==> src/rtl/seq_divmod_pkg.sv <==
// Shared definitions for the sequential divider: state encoding and a clog2 helper.
package seq_divmod_pkg;

   typedef enum logic [1:0] {
      IDLE = 2'd0,
      CALC = 2'd1,
      DONE = 2'd2
   } state_t;

   function automatic int clog2(input int value);
      int result;
      int v;
      result = 0;
      v      = value - 1;
      while (v > 0) begin
         result = result + 1;
         v      = v >> 1;
      end
      return result;
   endfunction

endpackage

==> src/rtl/seq_divmod_if.sv <==
// Handshake and operand/result bundle between the datapath controller and the divider.
interface seq_divmod_if #(
   parameter int WIDTH = 8
) ();

   logic             start;
   logic [WIDTH-1:0] a;
   logic [WIDTH-1:0] b;
   logic             busy;
   logic             done;
   logic [WIDTH-1:0] quot;
   logic [WIDTH-1:0] rem;
   logic             div_by_zero;

   modport master (
      output start, a, b,
      input  busy, done, quot, rem, div_by_zero
   );

   modport slave (
      input  start, a, b,
      output busy, done, quot, rem, div_by_zero
   );

endinterface

==> src/rtl/seq_divmod_step.sv <==
// One restoring-division iteration: shift in the next dividend bit and trial-subtract.
module divmod_step #(
   parameter int WIDTH = 8
) (
   input  logic [WIDTH:0]   prem_in,
   input  logic             msb,
   input  logic [WIDTH-1:0] divisor,
   output logic [WIDTH:0]   prem_out,
   output logic             qbit
);

   logic [WIDTH:0]   shifted;
   logic [WIDTH+1:0] diff;

   // Trial subtraction; a bit shifted out of the top means the value certainly exceeds the divisor.
   always_comb begin
      shifted  = {prem_in[WIDTH-1:0], msb};
      diff     = {1'b0, shifted} - {2'b00, divisor};
      qbit     = prem_in[WIDTH] | ~diff[WIDTH+1];
      prem_out = qbit ? diff[WIDTH:0] : shifted;
   end

endmodule

==> src/rtl/seq_divmod.sv <==
// Multi-cycle unsigned restoring divider, one quotient bit per clock, start/busy/done handshake.
module seq_divmod
   import seq_divmod_pkg::*;
#(
   parameter int WIDTH = 8
) (
   input logic         Clk,
   input logic         Rst,
   seq_divmod_if.slave bus
);

   localparam int CW = clog2(WIDTH) + 1;

   state_t           state;
   state_t           state_next;
   logic             accept;
   logic             last_iter;

   // The dividend register shifts out from the top while quotient bits enter at the bottom.
   logic [WIDTH-1:0] dvd;
   logic [WIDTH-1:0] dvs;
   logic [WIDTH:0]   prem;
   logic [WIDTH:0]   prem_next;
   logic [CW-1:0]    cnt;
   logic             qbit;

   logic             busy_r;
   logic             done_r;
   logic             dbz_r;
   logic [WIDTH-1:0] quot_r;
   logic [WIDTH-1:0] rem_r;

   divmod_step #(.WIDTH(WIDTH)) u_step (
      .prem_in  (prem),
      .msb      (dvd[WIDTH-1]),
      .divisor  (dvs),
      .prem_out (prem_next),
      .qbit     (qbit)
   );

   assign last_iter = (cnt == CW'(WIDTH - 1));

   // Next-state logic and accept decode.
   always_comb begin
      state_next = state;
      accept     = 1'b0;
      case (state)
         IDLE, DONE: begin
            if (bus.start) begin
               accept     = 1'b1;
               state_next = (bus.b == '0) ? DONE : CALC;
            end else begin
               state_next = IDLE;
            end
         end
         CALC: begin
            if (last_iter) begin
               state_next = DONE;
            end
         end
         default: state_next = IDLE;
      endcase
   end

   // State register with registered busy/done flags decoded from the next state.
   always_ff @(posedge Clk) begin
      if (Rst) begin
         state  <= IDLE;
         busy_r <= 1'b0;
         done_r <= 1'b0;
      end else begin
         state  <= state_next;
         busy_r <= (state_next == CALC);
         done_r <= (state_next == DONE);
      end
   end

   // Operand capture, iteration datapath and result registers.
   always_ff @(posedge Clk) begin
      if (Rst) begin
         dvd    <= '0;
         dvs    <= '0;
         prem   <= '0;
         cnt    <= '0;
         quot_r <= '0;
         rem_r  <= '0;
         dbz_r  <= 1'b0;
      end else if (accept) begin
         dvd  <= bus.a;
         dvs  <= bus.b;
         prem <= '0;
         cnt  <= '0;
         if (bus.b == '0) begin
            quot_r <= '1;
            rem_r  <= bus.a;
            dbz_r  <= 1'b1;
         end
      end else if (state == CALC) begin
         prem <= prem_next;
         dvd  <= {dvd[WIDTH-2:0], qbit};
         cnt  <= cnt + 1'b1;
         if (last_iter) begin
            quot_r <= {dvd[WIDTH-2:0], qbit};
            rem_r  <= prem_next[WIDTH-1:0];
            dbz_r  <= 1'b0;
         end
      end
   end

   assign bus.busy        = busy_r;
   assign bus.done        = done_r;
   assign bus.quot        = quot_r;
   assign bus.rem         = rem_r;
   assign bus.div_by_zero = dbz_r;

endmodule
==> src/flat_wrapper.sv <==
// flat-port wrapper written by rule: the top's interface ports become plain ports
module seq_divmod_flat import seq_divmod_pkg::*;
#(
   parameter int WIDTH = 8
)
  (Clk, Rst, bus_start, bus_a, bus_b, bus_busy, bus_done, bus_quot, bus_rem, bus_div_by_zero);
  seq_divmod_if #(.WIDTH(WIDTH)) bus_i ();
  input logic Clk;
  input logic Rst;
  input wire logic [$bits(bus_i.start)-1:0] bus_start;
  input wire logic [$bits(bus_i.a)-1:0] bus_a;
  input wire logic [$bits(bus_i.b)-1:0] bus_b;
  output wire logic [$bits(bus_i.busy)-1:0] bus_busy;
  output wire logic [$bits(bus_i.done)-1:0] bus_done;
  output wire logic [$bits(bus_i.quot)-1:0] bus_quot;
  output wire logic [$bits(bus_i.rem)-1:0] bus_rem;
  output wire logic [$bits(bus_i.div_by_zero)-1:0] bus_div_by_zero;
  assign bus_i.start = bus_start;
  assign bus_i.a = bus_a;
  assign bus_i.b = bus_b;
  assign bus_busy = bus_i.busy;
  assign bus_done = bus_i.done;
  assign bus_quot = bus_i.quot;
  assign bus_rem = bus_i.rem;
  assign bus_div_by_zero = bus_i.div_by_zero;
  seq_divmod #(.WIDTH(WIDTH)) u_core (.Clk(Clk), .Rst(Rst), .bus(bus_i));
endmodule
==> config.mk <==
export PLATFORM = sky130hd
export DESIGN_NAME = seq_divmod_flat
export DESIGN_NICKNAME = d
export VERILOG_FILES = /design/src/rtl/seq_divmod_pkg.sv /design/src/rtl/seq_divmod_if.sv /design/src/rtl/seq_divmod_step.sv /design/src/rtl/seq_divmod.sv /design/src/flat_wrapper.sv
export SDC_FILE = /design/constraint.sdc
export NUM_CORES = 1
export LEC_CHECK = 0
export ABC_AREA = 1
export CAP_MARGIN = 10
export CORE_AREA = 2 2 93 95
export CTS_CLUSTER_SIZE = 14
export DETAILED_ROUTE_END_ITERATION = 7
export DIE_AREA = 0 0 95 97
export PLACE_DENSITY = 0.62
export SYNTH_ARGS = -nofsm -noshare
export SYNTH_HDL_FRONTEND = slang
export SYNTH_HIERARCHICAL = 1
export SYNTH_SLANG_ARGS = --single-unit
==> constraint.sdc <==
create_clock -name Clk -period 3.9 [get_ports Clk]
set_clock_uncertainty 0.1 [all_clocks]
set_input_delay 0.585 -clock Clk [delete_from_list [all_inputs] [get_ports Clk]]
set_output_delay 0.585 -clock Clk [all_outputs]
set_load 0.05 [all_outputs]
==> results_dict.tcl, run 1 <==
set metrics [dict create \
    yosys_warnings 6 \
    hp-class "flip-flop to flip-flop" \
    cp_max_fo 22 \
    maxCapViolCount 0 \
    route.vias.total 2562 \
    grt_usage 0.1498 \
    final_common_cell "nand2_1" \
    viasPerCell 4.684 \
    irDropWorstVdd_v 0.0001452 \
    path_cells "clkdlybuf4s50_1 > buf_4 > inv_1 > nand2_1 > nor3_1" \
    min_from "u_core/bus.div_by_zero" \
    grt_pass1_vias 2390 \
    drt-initial-drc-count 133 \
    num_antenna_cells 0 \
    fp.dieH_um 97 \
    final-hold-violation-count 0 \
    start_util 0.3413 \
    post-route-util 0.4038 \
    cts_htree_levels 2 \
    die-area_sq_um 9215 \
    critPathMaxStageDelay_ps 410 \
    io_pins 38 \
    startpoint "Rst" \
    cts_resized 0 \
    slew_violations 0 \
    routedWlPerCell_um 11.70 \
    setup_viol 0 \
    area_growth_pct 18.30 \
    cp.required_ps 4030 \
    yosys.area.top_type "dfxtp_1" \
    fp.dieW_um 95 \
    cts_buffer_depth 2 \
    grt_start_max_net_pins 29 \
    post_cts.repair.setup_buffers 0 \
    cp.arrival_ps 2290 \
    cts-root-buf "clkbuf_8" \
    fin_tns_setup_ps 0 \
    tritoncts "built" \
    ys_seq_elements 50 \
    period_share 0.5554 \
    grt_overflow_total 0 \
    synth_area_per_cell_sq_um 6.755 \
    synth_top_area_frac 0.3605 \
    layout_common_cells "nand2_1 (129), inv_1 (51), dfxtp_1 (50)" \
    crit_buf_inv 3 \
    rsz0062_at_grt "no" \
    antenna_found_initial 0 \
    fin_hold_ws_ps 379.6 \
    tightestPinTransition_ps 729.8 \
    holdBufCountCts 0 \
    fmax_mhz 461.7 \
    worstSetupPathType "input pin to flip-flop" \
    layout-drive-gt1-share 0.07692 \
    rows 33 \
    yosysUniqueCellTypes 30 \
    critPathSlowestCell "inv_1" \
    r2r-start "u_core/dvd[7]" \
    worstSkewPairLatency_ps 310 \
    io_buffers 37 \
    crit_family "buffers and inverters" \
    fin_nets 470 \
    clock-sinks 50 \
    dp_hpwl_um 4823 \
    postRouteAntennaNets 0 \
    yosys-top-cells-area "dfxtp_1 (36%), nand2_1 (17%), inv_1 (6.9%)" \
    cp-end-kind "flip-flop" \
    maxSlewHeadroom 0.5123 \
    yosysSeqAreaShare 0.3605 \
    core_area_sq_um 8134 \
    syn_area_sq_um 2776 \
    clk_pin_slew_worst_paths_ps 90 \
    power_density_nw_per_um2 354.3 \
    status "finished clean" \
    drt-total-wl_um 6399 \
    fin_crit_ps 2166 \
    drt-pass1-iter-count 4 \
    gp_congestion 0.8163 \
    synthesis.nets 440 \
    cts_made_buffers 5 \
    syn-instance-count 411 \
    leakagePower_nw 1.505 \
    grt_pass1_wl_um 11050 \
    startpoint_type "input pin" \
    drcViolationCount 0 \
]
==> sequential cells by signal (all words and copies together) (netlist names) <==
register and cells:
u_core/bus.done 1, u_core/bus.quot 8, u_core/state 2, u_core/bus.rem 8, u_core/dvd 8, u_core/dvs 8, u_core/bus.busy 1, u_core/cnt 4
u_core/bus.div_by_zero 1, u_core/prem 9
==> report_power, final <==
| group | switching [mW] | internal (mW) |
|---|---|---|
| combinational | 0.189 | 0.103 |
| clock | 0.182 | 0.146 |
| sequential | 0.0139 | 0.530 |
| total | 0.384 | 0.779 |
==> path summary, 6_finish.rpt <==
| path | to | slack (ps) | cells after the start |
|---|---|---|---|
| worst max-delay path | u_core/cnt[3] | 1730 | 5 |
| worst min-delay path | u_core/bus.div_by_zero | 380 | 2 |
| worst max register to register | u_core/bus.rem[4] | 1800 | 13 |
| worst min register to register | u_core/bus.div_by_zero | 380 | 2 |
==> per-layer routing <==
layer | vias to the layer above | share of wire | global-route usage
li1 | 1352 | - | -
met1 | 1145 | 0.48 | 0.1935
met2 | 52 | 0.46 | 0.2444
met3 | 13 | 0.037 | 0.02882
met4 | 0 | 0.022 | 0.05686
met5 | - | 0 | 0
==> synthesized netlist by cell type (all sizes together) <==
cell and count:
o21ai 12, ha 9, nand3b 4, nand2 137
nor3 3, nor2 49, a21oi 30, nand3 25
fa 1, xnor2 2, xor2 3, dfxtp 50
nand4 2, a31oi 12, clkbuf 4, buf 11
inv 57
==> logic make-up after synthesis <==
| logic type | synth area share |
|---|---|
| AND/OR/NAND/NOR | 0.3547 |
| AO/OA/AOI/OAI | 0.1082 |
| XOR/XNOR | 0.01578 |
| flip-flops | 0.3605 |
| adder cells (fa/ha/maj) | 0.04777 |
| buffers and inverters | 0.1131 |
==> stage by stage <==
step	worst slack, ps	std cells	area (sq um)	total power [mW]
3_5_place_dp	1444	539	3186	0.8471
4_1_cts	1727	547	3284	1.174
3_3_place_gp	1524	539	3186	0.8439
6_report	1734	547	3284	1.164
2_1_floorplan	2073	411	2776	0.7767
5_1_grt	1569	547	3284	1.242
==> worst min-delay path: stages (launching register included) <==
cell and delay, ps:
dfxtp_1 320, nand2_1 60, a21oi_1 60
==> area by class of cell <==
type	instances	area [sq um]
Clock buffer	6	82.58
Clock inverter	2	16.27
Fill cell	871	4850
Inverter	57	214.0
Multi-Input combinational cell	289	1461
Sequential cell	50	1001
Tap cell	105	131.4
Timing Repair Buffer	38	377.9
Power figures use the tool's default switching activity.
==> inputs of run 2 (changes only) <==
==> constraint.sdc (replaced) <==
create_clock -name Clk -period 2.1 [get_ports Clk]
set_clock_uncertainty 0.1 [all_clocks]
set_input_delay 0.315 -clock Clk [delete_from_list [all_inputs] [get_ports Clk]]
set_output_delay 0.315 -clock Clk [all_outputs]
set_load 0.05 [all_outputs]
==> results_dict.tcl, run 2 (synthesis results as in run 1) <==
set metrics [dict create \
    status "finished clean" \
    dp_cells 545 \
    worstSetupPathType "flip-flop to flip-flop" \
    grt_usage 0.1523 \
    io_buffers 37 \
    post-place-ws_ps 34.52 \
    holdBufCountCts 0 \
    drt-initial-drc-count 233 \
    startpoint_type "flip-flop" \
    power_density_nw_per_um2 656.1 \
    route.vias.total 2681 \
    final_area_sq_um 3465 \
    gp_congestion 0.9193 \
    wl_met1_um 3188 \
    period_share 0.9701 \
    wl_met3_um 302 \
    start_util 0.3413 \
    largest_reg_flops 9 \
    clock-sinks 50 \
    core_area_sq_um 8134 \
    cp_max_fo 11 \
    viasPerCell 4.788 \
    grt_pass1_vias 2480 \
    postRouteAntennaNets 0 \
    maxSlewHeadroom 0.6578 \
    layout_common_cells "nand2_1 (126), inv_1 (50), dfxtp_1 (47)" \
    drt-total-wl_um 6965 \
    final_common_cell "nand2_1" \
    placed_area_sq_um 3231 \
    num_antenna_cells 0 \
    fin_nets 483 \
    cp.arrival_ps 2160 \
    cts_buffer_depth 2 \
    slew_violations 0 \
    hp-class "flip-flop to flip-flop" \
    fin_crit_ps 2037 \
    cts_made_buffers 5 \
    io_pins 38 \
    area_growth_pct 24.79 \
    cts-root-buf "clkbuf_8" \
    cp-end-kind "flip-flop" \
    post-route-util 0.4259 \
    fin_hold_ws_ps 371.7 \
    grt_overflow_total 0 \
    cts_htree_levels 2 \
    clk_pin_slew_worst_paths_ps 100 \
    routedWlPerCell_um 12.44 \
    regMostFlops "u_core/prem" \
    antenna_found_initial 0 \
    leakagePower_nw 1.574 \
    drcViolationCount 0 \
    wl_met2_um 3354 \
    tritoncts "built" \
    tightestPinTransition_ps 511.8 \
    fin_cells 560 \
    fp.dieH_um 97 \
    rows 33 \
    maxCapViolCount 0 \
    worstSkewPairLatency_ps 310 \
    grt_start_max_net_pins 29 \
    power_mw 2.273 \
    highest_layer "met4" \
    setup_viol 0 \
    fp.dieW_um 95 \
    grt_pass1_wl_um 11300 \
    cp.required_ps 2220 \
    fin_tns_setup_ps 0 \
    die-area_sq_um 9215 \
    layout_setup_ws_ps 62.76 \
    final-hold-violation-count 0 \
    drt-pass1-iter-count 5 \
    layout-drive-gt1-share 0.1385 \
    dp_hpwl_um 5070 \
    irDropWorstVdd_v 0.0003019 \
    fmax_mhz 490.9 \
]
==> run 2: layout make-up <==
type                       instances  area (sq um)
timing repair buffer              50         480.5
clock buffer                       6         82.58
sequential                        50          1005
inverter                          57         214.0
fill                             831          4669
clock inverter                     2         16.27
tap                              105         131.4
multi-input combinational        290          1535
==> run 2: where the power goes <==
group	internal, mW	total (mW)	switching (mW)
logic	0.252	0.637	0.385
registers	0.986	1.01	0.0271
clock network	0.272	0.623	0.351
total	1.51	2.27	0.763
==> run 2: per-layer routing <==
metal,vias up,track usage
li1,1373,-
met1,1230,0.1998
met2,68,0.2504
met3,10,0.02648
met4,0,0.05017
met5,-,0
==> run 2: worst max-delay path: stages (launching register included) <==
cell     delay (ps)
dfxtp_2         360
ha_1            310
nand2_1         100
inv_2            50
a21oi_2         190
nand2_2         120
nand2_4         130
nand2_8          90
nand2_1          60
nand2_1         100
nand2_1          90
nand2_1          70
a21oi_2         120
nor2_1           60
==> run 2: path summary, 6_finish.rpt <==
| kind | startpoint | end | slack [ps] | depth (start not counted) |
|---|---|---|---|---|
| worst max-delay path | u_core/prem[2] | u_core/bus.rem[0] | 60 | 13 |
| worst min register to register | u_core/bus.div_by_zero | u_core/bus.div_by_zero | 370 | 2 |
| worst max register to register | u_core/prem[2] | u_core/bus.rem[0] | 60 | 13 |
| worst min-delay path | u_core/bus.div_by_zero | u_core/bus.div_by_zero | 370 | 2 |
==> run 2: what timing repair did <==
action,4_1_cts,5_1_grt
buffers inserted,0,6
gates resized for setup,0,17
endpoints found under the hold margin,0,0
endpoints found under the setup margin,0,11
==> inputs of run 3 (changes only) <==
--- a/config.mk
+++ b/config.mk
@@ -8,6 +8,7 @@
 export ABC_AREA = 1
 export CAP_MARGIN = 10
 export CORE_AREA = 2 2 93 95
+export CTS_BUF_LIST = sky130_fd_sc_hd__clkbuf_8
 export CTS_CLUSTER_SIZE = 14
 export DETAILED_ROUTE_END_ITERATION = 7
 export DIE_AREA = 0 0 95 97
==> results of run 3 <==
No change in the layout: final DEF, timing and power equal those of run 2.
